[src/rtl/run_monitor.sv]
// Run-control and hang detector: watches per-channel PC progress, counts run cycles and
// latches the first terminating event (EBREAK, ECALL, stuck PC, timeout) with its PC.
module run_monitor #(
  parameter int unsigned     XLEN        = 32,
  parameter int unsigned     NCH         = 3,
  parameter int unsigned     STUCK_W     = 24,
  parameter longint unsigned STUCK_LIMIT = 2000000,
  parameter int unsigned     CYC_W       = 64,
  parameter longint unsigned TIMEOUT     = 0,
  localparam int unsigned    CH_W        = (NCH > 1) ? $clog2(NCH) : 1
) (
  input  logic                clk,
  input  logic                rst,
  input  logic                start,
  input  logic                clear,
  input  logic [NCH*XLEN-1:0] ch_pc,
  input  logic [NCH-1:0]      ch_valid,
  input  logic                ecall_pulse,
  input  logic                ebreak_pulse,
  input  logic [XLEN-1:0]     ev_pc,
  output logic                running,
  output logic                halted,
  output logic                halt_pulse,
  output logic [2:0]          halt_cause,
  output logic [CH_W-1:0]     halt_ch,
  output logic [XLEN-1:0]     halt_pc,
  output logic [CYC_W-1:0]    cycle_count
);

  localparam logic [2:0] CAUSE_NONE    = 3'd0;
  localparam logic [2:0] CAUSE_ECALL   = 3'd1;
  localparam logic [2:0] CAUSE_EBREAK  = 3'd2;
  localparam logic [2:0] CAUSE_STUCK   = 3'd3;
  localparam logic [2:0] CAUSE_TIMEOUT = 3'd4;

  localparam bit               STUCK_EN  = (STUCK_LIMIT != 64'd0);
  localparam bit               TO_EN     = (TIMEOUT != 64'd0);
  localparam logic [STUCK_W-1:0] STUCK_LAST = STUCK_W'(STUCK_LIMIT - 64'd1);
  localparam logic [CYC_W-1:0]   TO_LAST    = CYC_W'(TIMEOUT - 64'd1);

  // A limit the stuck counter can never reach would silently disable detection.
  if (STUCK_LIMIT > ((64'd1 << STUCK_W) - 64'd1)) begin : g_bad_stuck_limit
    $error("run_monitor: STUCK_LIMIT exceeds the STUCK_W counter range");
  end

  typedef enum logic [1:0] {
    ST_IDLE   = 2'd0,
    ST_RUN    = 2'd1,
    ST_HALTED = 2'd2
  } state_t;

  state_t              r_state;
  state_t              w_state_nxt;

  logic [XLEN-1:0]     r_last_pc   [NCH];
  logic [STUCK_W-1:0]  r_stuck_cnt [NCH];
  logic [CYC_W-1:0]    r_cycle_count;
  logic                r_running;
  logic                r_halted;
  logic                r_halt_pulse;
  logic [2:0]          r_halt_cause;
  logic [CH_W-1:0]     r_halt_ch;
  logic [XLEN-1:0]     r_halt_pc;

  logic [NCH-1:0]      w_progress;
  logic [NCH-1:0]      w_stuck_trip;
  logic                w_timeout_trip;
  logic                w_trip;
  logic [2:0]          w_cause;
  logic [CH_W-1:0]     w_ch;
  logic [XLEN-1:0]     w_pc;

  // Per-channel progress and stuck detection from current inputs and counters
  always_comb begin
    w_progress   = '0;
    w_stuck_trip = '0;
    for (int i = 0; i < int'(NCH); i++) begin
      w_progress[i]   = ch_valid[i] && (ch_pc[i*XLEN +: XLEN] != r_last_pc[i]);
      w_stuck_trip[i] = STUCK_EN && (r_stuck_cnt[i] == STUCK_LAST) && !w_progress[i];
    end
    w_timeout_trip = TO_EN && (r_cycle_count == TO_LAST);
  end

  always_ff @(posedge clk) begin
    if (rst) r_state <= ST_IDLE;
    else     r_state <= w_state_nxt;
  end

  // Next state and trip arbitration: EBREAK > ECALL > STUCK (lowest channel) > TIMEOUT
  always_comb begin
    w_state_nxt = r_state;
    w_cause     = CAUSE_NONE;
    w_ch        = '0;
    w_pc        = '0;
    w_trip      = 1'b0;
    case (r_state)
      ST_IDLE: begin
        if (start) w_state_nxt = ST_RUN;
      end
      ST_RUN: begin
        if (ebreak_pulse) begin
          w_cause = CAUSE_EBREAK;
          w_pc    = ev_pc;
        end else if (ecall_pulse) begin
          w_cause = CAUSE_ECALL;
          w_pc    = ev_pc;
        end else if (|w_stuck_trip) begin
          w_cause = CAUSE_STUCK;
          for (int i = int'(NCH) - 1; i >= 0; i--) begin
            if (w_stuck_trip[i]) begin
              w_ch = CH_W'(i);
              w_pc = r_last_pc[i];
            end
          end
        end else if (w_timeout_trip) begin
          w_cause = CAUSE_TIMEOUT;
          w_pc    = ch_pc[XLEN-1:0];
        end
        w_trip = (w_cause != CAUSE_NONE);
        if (w_trip) w_state_nxt = ST_HALTED;
      end
      ST_HALTED: begin
        if (clear) w_state_nxt = ST_IDLE;
      end
      default: w_state_nxt = ST_IDLE;
    endcase
  end

  // Counters, per-channel trackers and the halt record
  always_ff @(posedge clk) begin
    if (rst) begin
      r_cycle_count <= '0;
      r_running     <= 1'b0;
      r_halted      <= 1'b0;
      r_halt_pulse  <= 1'b0;
      r_halt_cause  <= CAUSE_NONE;
      r_halt_ch     <= '0;
      r_halt_pc     <= '0;
      for (int i = 0; i < int'(NCH); i++) begin
        r_last_pc[i]   <= '0;
        r_stuck_cnt[i] <= '0;
      end
    end else begin
      r_running    <= (w_state_nxt == ST_RUN);
      r_halted     <= (w_state_nxt == ST_HALTED);
      r_halt_pulse <= w_trip;
      if (r_state == ST_IDLE && start) begin
        r_cycle_count <= '0;
        r_halt_cause  <= CAUSE_NONE;
        r_halt_ch     <= '0;
        r_halt_pc     <= '0;
        for (int i = 0; i < int'(NCH); i++) begin
          r_last_pc[i]   <= '0;
          r_stuck_cnt[i] <= '0;
        end
      end else if (r_state == ST_RUN) begin
        if (r_cycle_count != '1) r_cycle_count <= r_cycle_count + CYC_W'(1);
        for (int i = 0; i < int'(NCH); i++) begin
          if (w_progress[i]) begin
            r_last_pc[i]   <= ch_pc[i*XLEN +: XLEN];
            r_stuck_cnt[i] <= '0;
          end else if (r_stuck_cnt[i] != '1) begin
            r_stuck_cnt[i] <= r_stuck_cnt[i] + STUCK_W'(1);
          end
        end
        if (w_trip) begin
          r_halt_cause <= w_cause;
          r_halt_ch    <= w_ch;
          r_halt_pc    <= w_pc;
        end
      end
    end
  end

  assign running     = r_running;
  assign halted      = r_halted;
  assign halt_pulse  = r_halt_pulse;
  assign halt_cause  = r_halt_cause;
  assign halt_ch     = r_halt_ch;
  assign halt_pc     = r_halt_pc;
  assign cycle_count = r_cycle_count;

endmodule

[config.mk]
export PLATFORM = sky130hd
export DESIGN_NAME = run_monitor
export DESIGN_NICKNAME = d
export VERILOG_FILES = /design/src/rtl/run_monitor.sv
export SDC_FILE = /design/constraint.sdc
export NUM_CORES = 1
export LEC_CHECK = 0
export BUFFER_PORTS_ARGS = -buffer_cell sky130_fd_sc_hd__buf_4
export CORE_ASPECT_RATIO = 1.25
export CORE_MARGIN = 3
export CORE_UTILIZATION = 43
export CTS_CLUSTER_DIAMETER = 40
export DETAILED_ROUTE_END_ITERATION = 10
export GPL_TIMING_DRIVEN = 1
export PLACE_DENSITY_LB_ADDON = 0.05
export SYNTH_ARGS = -nofsm -noshare
export SYNTH_HDL_FRONTEND = slang
export SYNTH_SLANG_ARGS = --single-unit
[constraint.sdc]
create_clock -name clk -period 4.75 [get_ports clk]
set_input_delay 0.95 -clock clk [delete_from_list [all_inputs] [get_ports clk]]
set_output_delay 0.95 -clock clk [all_outputs]
set_load 0.1 [all_outputs]
==> impl_summary.md <==
Clock tree
The clock tree synthesis step divided the H-tree into 2 levels. The total CTS buffers is 43. The cell sitting at the root of the clock tree is a clkbuf_16.

Counting along the longest clock path gives a buffer depth of 3. The total clock sinks is 273. The number of gates given a new drive strength after cts is 0. The later-pin clock latency in the skew report is 0.54 ns. The number of setup buffers added after CTS is 0. The clock transition at the registers of the reported paths is 0.05 ns.

TritonCTS built the clock tree. In this run, post-CTS hold repair placed 0 buffers.

Power
The maximum VDD drop is 0.3088 mV. The part of the total power dissipated in the clock network is 0.485. The share of total power dissipated in sequential elements is 0.421. The combinational fraction of design power is 0.093. The internal power component is 0.004961 W. The design draws 0.006672 W.

The net switching power of the design is 0.001711 W. The switching fraction of total power is 0.2565. The leakage power of the design is 6.758 nW. In this run the power density over the cells is 381.4 nW/um^2.

Yosys
nor2_1 is the most common cell in the netlist. Ranked by instance count, the synthesized netlist is headed by nor2_1 (201), edfxtp_1 (168), nand2_1 (149), xor2_1 (138), dfxtp_1 (105). Yosys attributes the largest share of cell area to edfxtp_1 (37%), dfxtp_1 (15%), xor2_1 (8.8%). The total number of yosys warnings is 0. The largest total area in the synthesized netlist belongs to edfxtp_1. In the synthesized netlist the async set-or-reset flop fraction comes to 0. The number of nets produced by synthesis is 1,517. The cell area after synthesis is 13,750 sq um. A synthesized cell averages 9.993 sq um. The number of register bits inferred by synthesis is 273. The instance count of the mapped netlist is 1,376.

The synthesized design contains 168 enable-type register cells. For this run, the register share of the synthesized area comes to 0.5197. The number of distinct library cells after synthesis is 58. The share of Yosys cell area claimed by the top area cell type is 0.3669. The top flip-flop cell by instance count after synthesis is edfxtp_1.

Critical path
The startpoint identified for the worst register-to-register timing path is r_last_pc[0][29]$_SDFFCE_PP0P_. At the worst endpoint, the arrival time is 3.81 ns. STA classifies the critical path endpoint as a flip-flop. The slack of the worst reg-to-reg path is 1.21 ns. The worst setup path is launched from a primary input.

The type of the worst setup path is in -> reg. The source of the critical timing path is ch_pc[29]. The top fanout value on the critical path is 21. At the worst endpoint, the required time is 4.98 ns.

Timing
The worst relative slew slack is 0.3456. For this run, the top clock speed supported by timing is 279.1 MHz. For the pin with the worst max-slew slack, the measured transition is 0.9816 ns. The final critical delay including setup and external delays is 3.583 ns. The count of final hold-check violations is 0. Of the available clock period, the critical path in the final layout requires 0.7542. Setup repair after global routing left no endpoint under its margin.

The final worst setup slack is 1.167 ns. Setup violations remaining at the end of the flow were counted as 0. The setup skew after layout is 0.02070 ns.

Summed over all failing endpoints, the final setup total negative slack is 0 ns. The total count of max-transition violations in the final report is 0.

Floorplanning
The initial utilization of the core area, before any placement, comes to 0.4399. The die is 205.9 microns tall. The full die area is 34,170 sq um. Pin placement for this block handled 241 I/O pins. The floorplan has 72 rows. The floorplan step defined a core boundary enclosing 31,260 sq um.

The width of the die is 165.9 microns.

GRT
The largest net degree at the start of global routing is 76. The via count of the first global-routing pass came to 10.71k. The global-route usage over all layers is 0.2375.

Global routing finished with a remaining overflow of 0. The first global-routing pass estimated 63.67 mm of wire. The number of antenna violations at the first check in global routing is 2.

Placed design
In this run the cell area measured after placement is 16,000 sq um. The worst setup slack after placement is 0.5621 ns. The placed wire-length estimate is 30.29 mm. The final RePlAce weighted congestion is 0.8488. Input and output buffers added on the ports amount to 239.

Final layout
The final standard cell area without fillers is 17,490 sq um. The fill cell instance count of the final layout is 2,793. The sequential cells in the finished layout cover a total of 7147 sq um. The total area of multi-input combinational cells is 6375 sq um. The fraction of layout cells with a size suffix above 1 is 0.2165. Relative to the synthesized area, the layout overhead comes to 27.21%. The final layout contains 1,756 nets.

Detailed routing
In the final routing, the length of wire on met1 measures 17.11 mm. For this block, the via count after detailed routing is 11.07k. The remaining antenna violation count is 0.

After the first detailed-routing iteration, the DRC count stood at 863. After detailed routing, the met2 layer carries 19.93 mm of wire. Summed over all layers, the routed wires come to 41.80 mm. Summed over all nets, wire length on met3 after detailed routing comes to 2.995 mm. The average vias per placed instance is 5.382. After detailed routing, the average wire length per cell comes to 20.32 microns. For this run, the detailed router's first-pass iteration total came to 5. The count of unresolved DRC violations after routing is 0. Routed signal wires occupy layers up through met5.

Hold path
The worst hold path begins at halt_ch[0]$_SDFFE_PP0P_. In this run the worst hold path is classified as reg -> reg.

Job
The max-cap violation count is 0.

Run status
The flow ran to the end, and the final reports show no timing, DRC or antenna violations.
## stage by stage
step | cells | utilization | hold WS (ns)
2_1_floorplan | 1376 | - | 0.4861
3_3_place_gp | 1977 | 0.5120 | 0.4637
3_5_place_dp | 1977 | 0.5120 | 0.4789
4_1_cts | 2056 | 0.5595 | 0.4895
5_1_grt | 2056 | 0.5595 | 0.5392
6_report | 2057 | 0.5596 | 0.4926
## registers in the layout, summed over array words and instances, names as in the netlist
name and cells:
r_state 2, halt_pc 32, running 1, cycle_count 64, halt_ch 2, r_stuck_cnt 72
halt_pulse 1, halted 1, r_last_pc 96, halt_cause 2
## logic make-up (layout without fill, tap and decap cells)
family | after synthesis | after routing | share of synthesized area
flops | 273 | 273 | 0.5197
compound gates | 145 | 145 | 0.07107
other cells | 1 | 2 | 0.0002727
buf+inv | 70 | 343 | 0.02111
mux | 5 | 5 | 0.003640
fa+ha+maj | 4 | 4 | 0.003640
xor+xnor | 214 | 214 | 0.1363
simple gates | 664 | 664 | 0.2442
## worst max-delay path, stage by stage
cell	delay, ns
buf_4	0.12
xnor2_1	0.22
nand4_1	0.17
nor4_1	0.42
a21boi_0	0.29
inv_1	0.22
nand2_1	0.20
a31o_2	0.43
nand2b_1	0.45
buf_4	0.33
## power by group through the flow
stage          logic, W  registers [W]  clock network, W
6_report       0.000622        0.00281           0.00324
5_1_grt        0.000667        0.00283           0.00339
4_1_cts        0.000625        0.00281           0.00329
3_5_place_dp   0.000622        0.00286                 0
3_3_place_gp   0.000621        0.00286                 0
2_1_floorplan  0.000264        0.00292                 0
## layout by cell type, fill, tap and decap left out, types with 25 or more instances in the layout
cell type / n
nand4_1: 40
dfxtp_1: 105
a31oi_1: 32
a311o_1: 28
nand3_1: 48
clkbuf_16: 46
nor4_1: 25
nor2_1: 201
xnor2_1: 76
and2_1: 102
edfxtp_1: 168
xor2_1: 138
nand2_1: 149
o21ai_0: 45
buf_4: 253
## layout make-up
class,instances,share of cell area
tap,407,0.02911
multi-input combinational,1033,0.3644
clock inverter,22,0.01445
timing repair buffer,255,0.1109
antenna,1,0.0001431
clock buffer,57,0.07046
sequential,273,0.4086
inverter,9,0.001931
## worst paths after layout
kind,end,cells past startpoint
setup / recovery,r_stuck_cnt[0][9]$_SDFFCE_PN0P_,10
hold / removal,halt_ch[0]$_SDFFE_PP0P_,2
setup reg to reg,r_stuck_cnt[0][9]$_SDFFCE_PN0P_,9
hold reg to reg,halt_ch[0]$_SDFFE_PP0P_,2
## metal layers
| metal | GRT usage | vias up |
|---|---|---|
| li1 | - | 5320 |
| met1 | 0.2956 | 5301 |
| met2 | 0.3929 | 370 |
| met3 | 0.06371 | 77 |
| met4 | 0.1007 | 2 |
| met5 | 0 | - |
(Power assumes the default switching activity.)
